==> src/rtl/dmem_responder.sv <==
// Big-endian byte-addressed data memory answering one word request at a time
// through valid/ready handshakes, after a fixed access latency.
module dmem_responder #(
    parameter int DEPTH   = 32,
    parameter int AW      = 5,
    parameter int LATENCY = 2
) (
    input  logic          clk,
    input  logic          reset,
    input  logic          req_valid,
    output logic          req_ready,
    input  logic          req_we,
    input  logic [AW-1:0] req_addr,
    input  logic [31:0]   req_wdata,
    output logic          resp_valid,
    input  logic          resp_ready,
    output logic [31:0]   resp_rdata,
    output logic          resp_err
);

    localparam int CW = (LATENCY > 1) ? $clog2(LATENCY) : 1;

    typedef enum logic [1:0] {
        S_IDLE = 2'd0,
        S_BUSY = 2'd1,
        S_RESP = 2'd2
    } state_t;

    state_t          state_q;
    logic [CW-1:0]   cnt_q;
    logic            we_q;
    logic [AW-1:0]   addr_q;
    logic [31:0]     wdata_q;
    logic            req_ready_q;
    logic            resp_valid_q;
    logic [31:0]     resp_rdata_q;
    logic            resp_err_q;
    logic [7:0]      mem_q [DEPTH];

    logic            access_d;
    logic            aligned_d;
    logic            mem_we_d;
    logic [AW-1:0]   a0_d, a1_d, a2_d, a3_d;
    logic [31:0]     rd_word_d;

    // Byte lanes of the addressed word, MSB at the lowest address.
    always_comb begin
        a0_d      = {addr_q[AW-1:2], 2'b00};
        a1_d      = {addr_q[AW-1:2], 2'b01};
        a2_d      = {addr_q[AW-1:2], 2'b10};
        a3_d      = {addr_q[AW-1:2], 2'b11};
        aligned_d = (addr_q[1:0] == 2'b00);
        access_d  = (state_q == S_BUSY) && (cnt_q == CW'(0));
        mem_we_d  = access_d && we_q && aligned_d;
        rd_word_d = {mem_q[a0_d], mem_q[a1_d], mem_q[a2_d], mem_q[a3_d]};
    end

    // Memory array: not reset, written only at the BUSY->RESP edge of an aligned write.
    always_ff @(posedge clk) begin
        if (mem_we_d) begin
            mem_q[a0_d] <= wdata_q[31:24];
            mem_q[a1_d] <= wdata_q[23:16];
            mem_q[a2_d] <= wdata_q[15:8];
            mem_q[a3_d] <= wdata_q[7:0];
        end
    end

    // Request/latency/response control with registered handshake outputs.
    always_ff @(posedge clk or posedge reset) begin
        if (reset) begin
            state_q      <= S_IDLE;
            cnt_q        <= CW'(0);
            we_q         <= 1'b0;
            addr_q       <= AW'(0);
            wdata_q      <= 32'h0000_0000;
            req_ready_q  <= 1'b1;
            resp_valid_q <= 1'b0;
            resp_rdata_q <= 32'h0000_0000;
            resp_err_q   <= 1'b0;
        end else begin
            case (state_q)
                S_IDLE: begin
                    if (req_valid && req_ready_q) begin
                        we_q        <= req_we;
                        addr_q      <= req_addr;
                        wdata_q     <= req_wdata;
                        cnt_q       <= CW'(LATENCY - 1);
                        req_ready_q <= 1'b0;
                        state_q     <= S_BUSY;
                    end
                end
                S_BUSY: begin
                    if (cnt_q == CW'(0)) begin
                        resp_valid_q <= 1'b1;
                        state_q      <= S_RESP;
                        // Misaligned accesses and writes return zero data.
                        if (!aligned_d) begin
                            resp_err_q   <= 1'b1;
                            resp_rdata_q <= 32'h0000_0000;
                        end else if (we_q) begin
                            resp_err_q   <= 1'b0;
                            resp_rdata_q <= 32'h0000_0000;
                        end else begin
                            resp_err_q   <= 1'b0;
                            resp_rdata_q <= rd_word_d;
                        end
                    end else begin
                        cnt_q <= cnt_q - CW'(1);
                    end
                end
                S_RESP: begin
                    if (resp_ready) begin
                        resp_valid_q <= 1'b0;
                        resp_rdata_q <= 32'h0000_0000;
                        resp_err_q   <= 1'b0;
                        req_ready_q  <= 1'b1;
                        state_q      <= S_IDLE;
                    end
                end
                default: begin
                    state_q      <= S_IDLE;
                    cnt_q        <= CW'(0);
                    req_ready_q  <= 1'b1;
                    resp_valid_q <= 1'b0;
                    resp_rdata_q <= 32'h0000_0000;
                    resp_err_q   <= 1'b0;
                end
            endcase
        end
    end

    assign req_ready  = req_ready_q;
    assign resp_valid = resp_valid_q;
    assign resp_rdata = resp_rdata_q;
    assign resp_err   = resp_err_q;

endmodule

==> config.mk <==
export PLATFORM = sky130hd
export DESIGN_NAME = dmem_responder
export DESIGN_NICKNAME = d
export VERILOG_FILES = /design/src/rtl/dmem_responder.sv
export SDC_FILE = /design/constraint.sdc
export NUM_CORES = 1
export LEC_CHECK = 0
export ABC_AREA = 1
export CORE_ASPECT_RATIO = 1.2
export CORE_MARGIN = 5
export CORE_UTILIZATION = 42
export CTS_BUF_LIST = sky130_fd_sc_hd__clkbuf_8
export DETAILED_ROUTE_END_ITERATION = 10
export DONT_BUFFER_PORTS = 1
export SLEW_MARGIN = 0
export SYNTH_ARGS = -nofsm -noshare
export SYNTH_HDL_FRONTEND = slang
export SYNTH_SLANG_ARGS = --single-unit
==> constraint.sdc <==
create_clock -name clk -period 5.36 [get_ports clk]
set_input_delay 0.536 -clock clk [delete_from_list [all_inputs] [get_ports clk]]
set_output_delay 0.536 -clock clk [all_outputs]
set_load 0.03 [all_outputs]
# Yosys cells after proc, flatten, opt, wreduce, memory -nomap -nowiden
# Memories as Yosys holds them, arrays and structs flattened.
# Cells that the tools add are included.
[totals]
ff_bits = 76
latch_bits = 0
mem_bits_rw = 256
romBits = 0
in_bits = 42
out_inout_bits = 35
word_cells = 54
n_memories = 1
[memory_table]
columns = ["memory", "words", "width", "rd", "rd_ports_with_merged_regs", "wr", "line", "text"]
rows = [
  ["mem_q", 32, 8, 4, 0, 4, "38", "logic [7:0] mem_q [DEPTH];"],
]
[classes]
addsub = 1
multipliers = 0
div = 0
magnitude_cmp = 0
eq_ne = 5
n_shift = 0
n_mux = 23
bitwise_logic = 4
reduce_logical = 11
[ops]
columns = ["op", "count"]
rows = [
  ["$mux 32", 4],
  ["$pmux 32 s3", 1],
  ["$pmux 1 s3", 4],
  ["$mux 1", 10],
  ["$reduce_and 3->1", 3],
  ["$mux 2", 3],
  ["$ne 2x2->1 const B", 3],
  ["$pmux 2 s3", 1],
  ["$logic_and 1x1->1", 4],
  ["$logic_not 2->1", 2],
  ["$not 1->1", 4],
  ["$reduce_and 2->1", 2],
  ["$eq 2x1->1 const B", 1],
  ["$eq 2x2->1 const B", 1],
  ["$sub 1x1->1 const B", 1],
]

# Longest topological paths before layout
[logic_depth]
word_depth = 6
mapped_depth = 8
ltp_nobuf = 7

# Least setup slack after synthesis
# Ideal clock, no wire load.
[synth_timing]
kind = "register -> register"
startpoint = "register addr_q[3]"
endpoint = "memory mem_q[0][0] (enable)"
setup_ps = 421
t_arrival_ps = 2353
required_time_ps = 4939
setup_slack_ps = 2586
stages_incl_launch_ff = 5
path_buffers = 1
synth_period_minus_slack_ps = 2774
cell_sequence = "dfrtp_1 > nor2_2 > clkbuf_1 > inv_1 > nor2_1"
[synth_lines]
columns = ["item", "line", "text"]
rows = [
  ["start, declared", "32", "logic [AW-1:0] addr_q;"],
  ["start signal, assigned", "85", "addr_q <= req_addr;"],
  ["end, declared", "38", ""],
]

==> impl_metrics.csv <==
group,metric,value,unit
outcome,status,"completed",
synthesis,avgSynthCellArea,10.2,um2
critical_path,start_kind,"flip-flop",
timing,hold_viol,0,
drt,dr_wl_met2,14200,um
critical_path,crit_end,"mem_q[2][11]",
cells_and_area,finalNonFillerCells,1799,
synthesis,synth_edf_count,256,
synthesis,synth_top_area_frac,0.560,
critical_path,startpoint,"addr_q[3]",
global_routing,antenna_found_initial,1,
die,core,0.0323,mm2
cts,postCtsSetupBuffers,0,
timing,finalCritPeriodShare,0.541,
synthesis,synth_mux_area_frac,0,
power,p_sw_frac,0.336,
synthesis,synthFlopType,"edfxtp_1",
placed_design,hpwl,15600,um
global_routing,grt_use_total,0.156,
critical_path,arrival,3060,ps
timing,fin_tns_setup,0,ps
global_routing,grt-ovfl-total,0,
synthesis,yosysTopAreaCell,"edfxtp_1",
cts,cts-htree-levels,2,
critical_path,timing.rr.start,"addr_q[3]",
synthesis,synthTopCellsByArea,"edfxtp_1, dfrtp_1, nand2_1",
synthesis,synth_top_family_by_area,"simple AND/OR/NAND/NOR gates",
synthesis,post_synth_instance_area,0.0137,mm2
die,die_y,208,um
critical_path,worstSetupPathType,"flip-flop to flip-flop",
drt,dr.pass1.iters,7,
timing,slew_headroom,0.201,
die,rows,72,
power,power_frac_seq,0.520,
synthesis,seq_area_frac_synth,0.699,
critical_path,r2r_slack,2460,ps
global_routing,grt_max_degree,104,
synthesis,yosysMostFrequentCell,"nand2_1",
placed_design,place.gp.congestion,0.731,
synthesis,synth_compound_gate_area_share,0.0274,
drt,wirelength,28000,um
cells_and_area,fin_nets,1391,
global_routing,grt_pass1_wl,45200,um
drt,vias,8341,
power,intPower,4.72,mW
critical_path,r2r_cells,4,
drt,antenna_left,0,
power,combPwrFrac,0.191,
critical_path,endpoint_kind,"flip-flop",
cts,hold_buffers,0,
cts,path_clk_slew,60,ps
critical_path,regToRegEndpoint,"mem_q[2][11]",
cells_and_area,drive_above_1_share,0.0676,
critical_path,cp.required,5520,ps
timing,rsz0062_at_grt,"no",
drt,first_iter_violations,620,
power,ir_drop,0.470,mV
cts,clock_path_buffers,3,
power,power_density,470,mW/mm2
cells_and_area,nFillCells,3007,
placed_design,portBuffers,0,
synthesis,yosysUniqueCellTypes,15,
cts,clockRootBuffer,"clkbuf_8",
cells_and_area,area_delta_synth_final,10.3,%
job,max_cap_viol_count,0,
drt,drc,0,
synthesis,synth_warnings,0,
drt,post_drt_wl_per_cell,15.5,um
placed_design,dp_cells,1702,
timing,fmax,0.345,GHz
die,die_w,175,um
cts,cts_tree,"yes",
die,start_util,0.425,
timing,worst_pin_slew,1200,ps
hold_path,hp-class,"primary input to async pin",
synthesis,syn_nets,1387,
synthesis,synth-simple-area-share,0.173,
synthesis,synth_common_cells,"nand2_1, inv_1, edfxtp_1",
cts,cts_inserted_buffers,52,
synthesis,synth_xor_area_frac,0,
power,pwr-share-clk,0.288,
synthesis,synth-seq-cells,332,
timing,skew,25.3,ps
drt,vias_per_cell,4.64,
cts,cts_resized,0,
die,dieArea,0.0364,mm2
synthesis,netlist_instances,1345,
global_routing,grt_pass1_vias,8495,
power,cellLeakagePower,7.11,nW
timing,drv_slew,0,
cts,clock_latency,560,ps
die,io_pins,77,
timing,holdWs,112,ps
synthesis,async_flop_share,0.229,
critical_path,cp_max_fo,33,
timing,min_period,2900,ps
power,p_switching,2.39,mW
cts,clkSinkCount,332,
synthesis,synth-adder-area-share,0,
drt,wl_met3,1100,um
drt,highest_layer,"met4",
timing,finalSetupViolCount,0,
drt,wl_met1,12200,um
[stage by stage]
stage          power, mW  setup WS, ps  cell area, um2   util
3_5_place_dp        5.16          2370           14100  0.437
4_1_cts             7.22          2340           15100  0.469
2_1_floorplan       4.63          2590           13700      -
6_report            7.11          2460           15100  0.469
3_3_place_gp        5.12          2440           14100  0.437
5_1_grt             7.55          2220           15100  0.469
[state kept, by name, summed over array words and instances (netlist names)]
signal and flops:
we_q 1, state_q 2, resp_err 1, req_ready 1, resp_valid 1, wdata_q 32
mem_q 256, resp_rdata 32, cnt_q 1, addr_q 5
[worst min-delay path by stage]
stage	to	start	slack, ps
after floorplan	addr_q[1]	addr_q[1]	450
after global placement	addr_q[0]	addr_q[0]	470
after detailed placement	state_q[0]	cnt_q	490
after CTS	wdata_q[30]	req_wdata[30]	80
after global routing	wdata_q[15]	req_wdata[15]	80
final	state_q[1]	reset	110
[metal layers]
layer / vias up / GRT usage
met5: - / 0
met4: 0 / 0.0461
met3: 37 / 0.0305
met2: 152 / 0.271
met1: 3932 / 0.198
li1: 4220 / -
[power groups by stage]
stage	sequential [mW]	combinational [mW]	clock [mW]
after floorplan	3.55	1.08	0
after global placement	3.75	1.38	0
after detailed placement	3.76	1.40	0
after CTS	3.71	1.40	2.11
after global routing	3.76	1.56	2.23
final	3.70	1.36	2.05
[cell usage in the layout (no fill, tap or decap), drive strengths merged, types with 3 or more instances in the layout]
cell / netlist / routed
o21ai: 72 / 72
nor2: 19 / 19
edfxtp: 256 / 256
clkbuf: 10 / 64
inv: 299 / 326
nand2: 436 / 436
a21oi: 3 / 3
dfrtp: 75 / 75
clkinv: 0 / 4
nand3: 130 / 130
buf: 44 / 4
[critical path, stage by stage, from the launching register on]
cell     delay [ps]
dfrtp_1         470
inv_2            80
nor2_4          730
inv_1           270
nor2_4          940
[cell type report]
class,instances,area (um2),share of cell area
flip-flops and latches,332,9590,0.634
diodes,1,2.50,0.000165
inverters,299,1130,0.0745
clock buffers,64,881,0.0582
well taps,407,509,0.0337
repair buffers,4,30.0,0.00198
multi-input cells,660,2840,0.187
clock inverters,32,150,0.00992
[cell families (layout without fill, tap and decap cells)]
logic type / Yosys count / after routing
other: 0 / 1
buffers and inverters: 353 / 399
and+or+nand+nor: 585 / 585
DFF: 332 / 332
AOI/OAI and AO/OA: 75 / 75
(Power assumes the default switching activity.)
